`config.mk`:
```
export PLATFORM = sky130hd
export DESIGN_NAME = control_funcion_conf
export DESIGN_NICKNAME = d
export VERILOG_FILES = /design/src/rtl/conf_pkg.sv /design/src/rtl/contador_inactividad.sv /design/src/rtl/control_funcion_conf.sv
export SDC_FILE = /design/constraint.sdc
export NUM_CORES = 1
export LEC_CHECK = 0
export BUFFER_PORTS_ARGS = -buffer_cell sky130_fd_sc_hd__buf_2
export CAP_MARGIN = 20
export CORE_ASPECT_RATIO = 1.1
export CORE_MARGIN = 2
export CORE_UTILIZATION = 47
export DETAILED_ROUTE_END_ITERATION = 16
export GPL_ROUTABILITY_DRIVEN = 1
export PLACE_DENSITY_LB_ADDON = 0.12
export SYNTH_ARGS = -nofsm -noshare
export SYNTH_HDL_FRONTEND = slang
export SYNTH_HIERARCHICAL = 1
export SYNTH_SLANG_ARGS = --single-unit
```
`constraint.sdc`:
```
create_clock -name clk -period 2.3 [get_ports clk]
set_input_delay 0.115 -clock clk [delete_from_list [all_inputs] [get_ports clk]]
set_output_delay 0.115 -clock clk [all_outputs]
set_load 0.02 [all_outputs]
```
`src/rtl/conf_pkg.sv`:
```
// Shared constants for the configuration-mode controller and the chip-select decoder.
// Mode codes double as the controller's FSM state encoding.
package conf_pkg;

  localparam logic [2:0] FUNC_IDLE  = 3'b000;
  localparam logic [2:0] FUNC_HORA  = 3'b001;
  localparam logic [2:0] FUNC_FECHA = 3'b010;
  localparam logic [2:0] FUNC_TIMER = 3'b100;

  localparam logic [1:0] CAMPO_0 = 2'd0;
  localparam logic [1:0] CAMPO_1 = 2'd1;
  localparam logic [1:0] CAMPO_2 = 2'd2;

  localparam int TIMEOUT_SEG_DEF = 30;

  typedef enum logic [2:0] {
    ST_IDLE  = FUNC_IDLE,
    ST_HORA  = FUNC_HORA,
    ST_FECHA = FUNC_FECHA,
    ST_TIMER = FUNC_TIMER
  } conf_state_e;

  // Cursor wraps over three fields; an out-of-range value rejoins at field 0.
  function automatic logic [1:0] campo_up(input logic [1:0] c);
    case (c)
      CAMPO_0: campo_up = CAMPO_1;
      CAMPO_1: campo_up = CAMPO_2;
      default: campo_up = CAMPO_0;
    endcase
  endfunction

  function automatic logic [1:0] campo_down(input logic [1:0] c);
    case (c)
      CAMPO_0: campo_down = CAMPO_2;
      CAMPO_2: campo_down = CAMPO_1;
      default: campo_down = CAMPO_0;
    endcase
  endfunction

endpackage

```
`src/rtl/contador_inactividad.sv`:
```
// Inactivity second counter: expira fires on the tick that completes TIMEOUT_SEG
// idle seconds; the count restarts after expiry.
module contador_inactividad #(
  parameter int TO_W        = 6,
  parameter int TIMEOUT_SEG = 30
) (
  input  logic clk,
  input  logic reset,
  input  logic clr,
  input  logic en,
  input  logic tick,
  output logic expira
);

  localparam logic [TO_W-1:0] LAST = TO_W'(TIMEOUT_SEG - 1);

  logic [TO_W-1:0] cnt_q, cnt_d;

  // Not gated by clr: the owner decides whether a same-cycle button cancels it.
  assign expira = en & tick & (cnt_q == LAST);

  always_comb begin
    cnt_d = cnt_q;
    if (clr || !en) begin
      cnt_d = '0;
    end else if (tick) begin
      cnt_d = expira ? '0 : cnt_q + 1'b1;
    end
  end

  always_ff @(posedge clk) begin
    if (reset) cnt_q <= '0;
    else       cnt_q <= cnt_d;
  end

endmodule

```
`src/rtl/control_funcion_conf.sv`:
```
// Configuration-mode controller: turns button pulses into the decoder mode code,
// field cursor, countdown run/stop and alarm state, with an inactivity return to idle.
module control_funcion_conf
  import conf_pkg::*;
#(
  parameter int TIMEOUT_SEG = TIMEOUT_SEG_DEF,
  parameter int TO_W        = 6
) (
  input  logic       clk,
  input  logic       reset,
  input  logic       btn_modo,
  input  logic       btn_timer,
  input  logic       btn_izq,
  input  logic       btn_der,
  input  logic       tick_1hz,
  input  logic       fin_timer,
  output logic [2:0] funcion_conf,
  output logic       flag_mostrar_count,
  output logic [1:0] campo_sel,
  output logic       timer_activo,
  output logic       alarma
);

  conf_state_e state_q, state_d;
  logic [1:0]  campo_q, campo_d;
  logic        tact_q, tact_d;
  logic        alarm_q, alarm_d;
  logic        flag_q, flag_d;
  logic        any_btn, expira;

  assign any_btn = btn_modo | btn_timer | btn_izq | btn_der;

  contador_inactividad #(
    .TO_W       (TO_W),
    .TIMEOUT_SEG(TIMEOUT_SEG)
  ) u_inact (
    .clk   (clk),
    .reset (reset),
    .clr   (any_btn | (state_d != state_q)),
    .en    (state_q != ST_IDLE),
    .tick  (tick_1hz),
    .expira(expira)
  );

  always_comb begin
    state_d = state_q;
    campo_d = campo_q;
    tact_d  = tact_q;
    alarm_d = alarm_q;

    if (fin_timer && tact_q) begin
      tact_d  = 1'b0;
      alarm_d = 1'b1;
    end else if (alarm_q && any_btn) begin
      alarm_d = 1'b0;
    end else if (btn_modo) begin
      case (state_q)
        ST_IDLE:  state_d = ST_HORA;
        ST_HORA:  state_d = ST_FECHA;
        ST_FECHA: state_d = ST_TIMER;
        default:  state_d = ST_IDLE;
      endcase
      campo_d = CAMPO_0;
      if (state_d == ST_TIMER) tact_d = 1'b0;
    end else if (any_btn) begin
      if (state_q == ST_IDLE) begin
        if (btn_timer) tact_d = ~tact_q;
      end else if (btn_der && !btn_izq) begin
        campo_d = campo_up(campo_q);
      end else if (btn_izq && !btn_der) begin
        campo_d = campo_down(campo_q);
      end
    end else if (expira) begin
      state_d = ST_IDLE;
    end

    // Unused codes fall back to idle; the cursor is parked whenever idle.
    if (!(state_q inside {ST_IDLE, ST_HORA, ST_FECHA, ST_TIMER})) state_d = ST_IDLE;
    if (state_d == ST_IDLE) campo_d = CAMPO_0;

    flag_d = tact_d | alarm_d | (state_d == ST_TIMER);
  end

  always_ff @(posedge clk) begin
    if (reset) begin
      state_q <= ST_IDLE;
      campo_q <= CAMPO_0;
      tact_q  <= 1'b0;
      alarm_q <= 1'b0;
      flag_q  <= 1'b0;
    end else begin
      state_q <= state_d;
      campo_q <= campo_d;
      tact_q  <= tact_d;
      alarm_q <= alarm_d;
      flag_q  <= flag_d;
    end
  end

  assign funcion_conf       = state_q;
  assign flag_mostrar_count = flag_q;
  assign campo_sel          = campo_q;
  assign timer_activo       = tact_q;
  assign alarma             = alarm_q;

endmodule

```
==> Word-level counts from Yosys, hierarchy flattened <==
Index checks and enable logic that the tools add are counted.
{ "totals": {"rom_bits": 0, "regBits": 14, "out_inout_bits": 8, "mem_bits_rw": 0, "mem_count": 0, "latchBits": 0, "word_cells": 73, "in_bits": 8} }
{ "classes": {"n_lt_le_gt_ge": 0, "muxes": 27, "shift": 0, "multipliers": 0, "n_bitwise": 11, "n_eq_ne": 10, "n_reduce_logical": 18, "n_addsub": 1, "div": 0} }
{ "op_table": {"columns": ["cell", "count"], "rows": [
  ["$mux 3", 9],
  ["$mux 2", 5],
  ["$eq 3x3->1 const B", 3],
  ["$mux 1", 9],
  ["$pmux 3 s3", 1],
  ["$pmux 2 s2", 2],
  ["$add 6x1->6 const B", 1],
  ["$eq 6x5->1 const B", 1],
  ["$logic_not 3->1", 2],
  ["$mux 6", 1],
  ["$or 1x1->1", 6],
  ["$reduce_bool 3->1", 2],
  ["$reduce_and 5->1", 1],
  ["$logic_and 1x1->1", 4],
  ["$reduce_bool 4->1", 1],
  ["$reduce_or 2->1", 2],
  ["$eq 3x1->1 const B", 1],
  ["$eq 3x2->1 const B", 1],
  ["$logic_not 1->1", 3],
  ["$ne 3x3->1", 1],
  ["$not 1->1", 3],
  ["$and 1x1->1", 2],
  ["$eq 2x1->1 const B", 1],
  ["$eq 2x2->1 const B", 1],
  ["other kinds (4)", 4]
]} }

==> Depth between registers and ports, before layout <==
{ "logic_depth": {"depth_word": 14, "depth_mapped": 10, "ltp_nobuf": 10} }

==> Cells and area by module <==
The synthesis kept the hierarchy.
{ "modules_own_cells": {"columns": ["mod", "cells_each", "instances", "area_per_inst_um2"], "rows": [
  ["control_funcion_conf", 65, 1, 549.3],
  ["contador_inactividad", 32, 1, 291.5]
]} }

==> Least setup slack after synthesis <==
No wires, ideal clock.
{ "synth_path": {"path_kind": "register to register", "startpoint": "register state_q[0] (netlist: funcion_conf[0])", "endpoint": "register u_inact.cnt_q[1]", "path_stages_with_launch": 11, "synth_period_minus_slack_ns": 2.258, "setup_ns": 0.087, "path_slack_ns": 0.042, "n_path_buf": 1, "arrival_ns": 2.171, "t_required_ns": 2.213, "path_cell_list": "dfxtp_1 buf_2 or3_4 nand3b_1 nor2_1 a221o_2 a21oi_1 o21ai_1 nor3b_1 o21ai_1 o31ai_1"} }
{ "synth_between": {"elab_chain_len": 13} }
{ "synth_lines": {"columns": ["element", "line", "rtl"], "rows": [
  ["start: declaration", "control_funcion_conf.sv:24", "conf_state_e state_q, state_d;"],
  ["start signal: assignment", "control_funcion_conf.sv:92", "state_q <= state_d;"],
  ["$reduce_bool 3->1 *", "control_funcion_conf.sv:40", ".en (state_q != ST_IDLE),"],
  ["$and 1x1->1 * (2 in a row)", "contador_inactividad.sv:20", "assign expira = en & tick & (cnt_q == LAST);"],
  ["named net expira", "control_funcion_conf.sv:29", "logic any_btn, expira;"],
  ["$mux 3", "control_funcion_conf.sv:73", "end else if (expira) begin"],
  ["$mux 3", "control_funcion_conf.sv:65", "end else if (any_btn) begin"],
  ["$mux 3", "control_funcion_conf.sv:56", "end else if (btn_modo) begin"],
  ["$mux 3", "control_funcion_conf.sv:54", "end else if (alarm_q && any_btn) begin"],
  ["$mux 3", "control_funcion_conf.sv:51", "if (fin_timer && tact_q) begin"],
  ["$mux 3", "control_funcion_conf.sv:78", "if (!(state_q inside {ST_IDLE, ST_HORA, ST_FECHA, ST_TIMER})) state_d = ST_IDLE;"],
  ["$ne 3x3->1", "control_funcion_conf.sv:39", ".clr (any_btn | (state_d != state_q)),"],
  ["$or 1x1->1", "control_funcion_conf.sv:39", null],
  ["$logic_or 1x1->1", "contador_inactividad.sv:24", "if (clr || !en) begin"],
  ["$reduce_or 2->1 (no source line)", null, null],
  ["end signal: assignment", "contador_inactividad.sv:33", "else cnt_q <= cnt_d;"],
  ["end: declaration", "contador_inactividad.sv:17", "logic [TO_W-1:0] cnt_q, cnt_d;"]
]} }
Mark *: on every way through the listed nets, which the timed path passes. The rest lies on a longest branch. The select of a mux whose other input is x is not followed.
A chain may end at the register's enable or synchronous reset.

==> Worst setup path after layout <==
{ "layout_path": {"startpoint": "register state_q[1] (netlist: funcion_conf[1])", "endpoint": "register u_inact.cnt_q[0]"} }
Same word-level chain as after synthesis.

==> flow_metrics.py <==
metrics = {
    "floorplan": {
        "core_um2": 1740,
        "start_util_pct": 48.3,
        "die-width_um": 44.3,
        "ios": 16,
        "fp.dieH_um": 48.4,
        "die_area_um2": 2140,
        "num_rows": 16,
    },
    "clock_tree": {
        "clockBufferDepth": 2,
        "clk_latency_ns": 0.28,
        "cts_sinks": 14,
        "clk_pin_slew_ns": 0.08,
        "cts_buffers": 3,
        "holdBufCountCts": 0,
        "cts_max_level": 1,
        "cts_tree": "done",
        "cts-root-buf": "clkbuf_4",
    },
    "route": {
        "first_pass_iters": 3,
        "drc": 0,
        "via_count": 762,
        "wl_per_cell_um": 12.6,
        "drtIter0Drc": 5,
        "final_antenna_net_count": 0,
        "via_per_inst": 5.60,
        "wirelength_um": 1720,
    },
    "global_routing": {
        "use_met2_pct": 31.1,
        "track_usage_pct": 18.2,
        "grt_pass1_vias": 738,
        "antenna_found_initial": 0,
        "use_met1_pct": 21.7,
        "grt_pass1_wl_um": 3020,
        "grt_max_degree": 14,
        "grt_overflow": 0,
        "grt-busiest-layer": "met2",
        "grt_util_met3_pct": 3.36,
    },
    "timing": {
        "worst-slew-pin-transition_ns": 0.450,
        "setup_viol": 0,
        "slew_headroom_pct": 69.9,
        "period_share_pct": 91.8,
        "rsz0062_at_grt": "false",
        "hold_viol_final": 0,
        "fin_crit_ns": 2.11,
        "skew_ns": 0.00453,
        "maxSlewViolCount": 0,
        "max_freq_mhz": 473,
        "final.setup.tns_ns": 0,
        "postLayoutSetupSlackWorst_ns": 0.188,
    },
    "setup_path": {
        "crit_buf_inv": 1,
        "crit_required_ns": 2.52,
        "arrival_ns": 2.33,
        "worstPathMaxFanout": 5,
        "cp-end-kind": "flip-flop",
        "crit_path_top_delay_cell": "or3_4",
        "cp-start-kind": "flip-flop",
        "slowest_delay_ns": 0.41,
        "path_cells": "or3_4, nand3b_1, nor2_1, a221o_2, a21oi_1, o21ai_1, nor3b_2, o21ai_1, buf_4, nor2_1",
        "cpLargestDelayFamily": "simple AND/OR/NAND/NOR gates",
        "critPathKind": "reg2reg",
    },
    "yosys": {
        "postSynthAreaPerCell_um2": 8.67,
        "yosys.area.top_type": "dfxtp_1",
        "syn_nets": 107,
        "synth_flop_cell": "dfxtp_1",
        "async_flop_share_pct": 0,
        "seq_area_frac_synth_pct": 33.3,
        "synth_area_um2": 841,
        "synth.most_common_cell": "dfxtp_1",
        "synth_top_area_share_pct": 33.3,
        "synth.distinct_cells": 39,
        "ys_warn_count": 6,
        "synthTopCellsByArea": "dfxtp_1 33%, xor2_1 5.2%, or3_1 3.7%",
        "synth_edf_count": 0,
        "synth-seq-cells": 14,
        "ys_top_cells_by_count": "14 x dfxtp_1, 8 x nor2_1",
        "synth_cells": 97,
    },
    "layout": {
        "final_nets": 129,
        "syn2layout_area_growth_pct": 19.3,
        "antennaDiodeCount": 0,
        "drive_gt1_share_pct": 28.0,
    },
    "power_and_ir_drop": {
        "vdd_ir_drop_max_mv": 0.348,
        "power.density_nw_per_um2": 521,
        "p_leak_nw": 0.419,
    },
    "worst_hold_path": {
        "hp-class": "in2reg",
    },
    "place": {
        "dpl_worst_slack_ns": 0.119,
        "post-dp-hpwl_um": 1330,
        "port_buffers": 15,
        "globalplace.congestion": 0.782,
    },
    "status": {
        "status": "complete, no violations",
    },
    "job": {
        "cap_violations": 0,
    },
}
metal layers:
layer  routed length [µm]  part of all wire (%)  up-vias
li1                     -                     -      403
met1                  777                    45      341
met4                   34                   2.0        0
met3                   69                   4.0        5
met2                  838                    49       13
met5                    0                     0        -
area by class of cell:
type / instances / area, µm²
fill: 163 / 738
multi-input combinational: 76 / 537
sequential: 14 / 280
timing repair buffer: 20 / 113
clock buffer: 4 / 36.3
tap: 18 / 22.5
inverter: 4 / 15.0
report_power, final:
group / switching, mW / internal [mW]
registers: 0.00501 / 0.249
logic: 0.0529 / 0.0414
clock network: 0.0777 / 0.0964
state kept, by name, summed over array words and instances (netlist names):
signal,cells
u_inact/cnt_q,6
funcion_conf,3
campo_sel,2
alarma,1
flag_mostrar_count,1
timer_activo,1
through the flow:
stage / area, µm² / cells / total power [mW] / hold slack (ns) / util [%]
after global routing: 1000 / 136 / 0.555 / 0.127 / 57.6
after global placement: 955 / 131 / 0.353 / 0.419 / 54.8
final: 1000 / 136 / 0.523 / 0.127 / 57.6
after detailed placement: 955 / 131 / 0.353 / 0.418 / 54.8
after floorplan: 841 / 97 / 0.322 / 0.192 / -
after CTS: 991 / 135 / 0.529 / 0.116 / 56.9
timing repair:
| item | in CTS | in global routing |
|---|---|---|
| gates resized for setup | 0 | 1 |
| endpoints found under the setup margin | 0 | 6 |
| setup buffers | 0 | 1 |
cells in the final DEF, fill, tap and decap left out, types with 2 or more instances in the layout:
cell type,count
a21oi_1,5
a32oi_1,2
buf_2,15
buf_4,5
clkbuf_4,3
dfxtp_1,14
ha_1,2
inv_1,4
nand2_1,5
nand2b_1,3
nand3_1,4
nand4_1,3
nand4b_1,2
nor2_1,8
nor2b_1,2
o211ai_1,3
o21ai_0,3
o21ai_1,2
or3_1,5
xnor2_1,2
xor2_1,5
final timing paths:
check / startpoint / endpoint / slack, ns / cells past startpoint
max reg2reg: funcion_conf[1] / u_inact/cnt_q[0] / 0.19 / 10
min reg2reg: u_inact/cnt_q[5] / u_inact/cnt_q[5] / 0.50 / 2
max: funcion_conf[1] / u_inact/cnt_q[0] / 0.19 / 10
min: reset / funcion_conf[0] / 0.13 / 2
kinds of logic after synthesis:
logic type | Yosys count | share of synthesized area (%)
AOI/OAI and AO/OA | 24 | 20.8
xor gates and xnor gates | 7 | 7.29
adders and majority gates | 2 | 2.98
buffers and inverters | 7 | 3.42
DFF | 14 | 33.3
and+or+nand+nor | 43 | 32.1
Note: power is estimated with default switching activity, not from simulation.
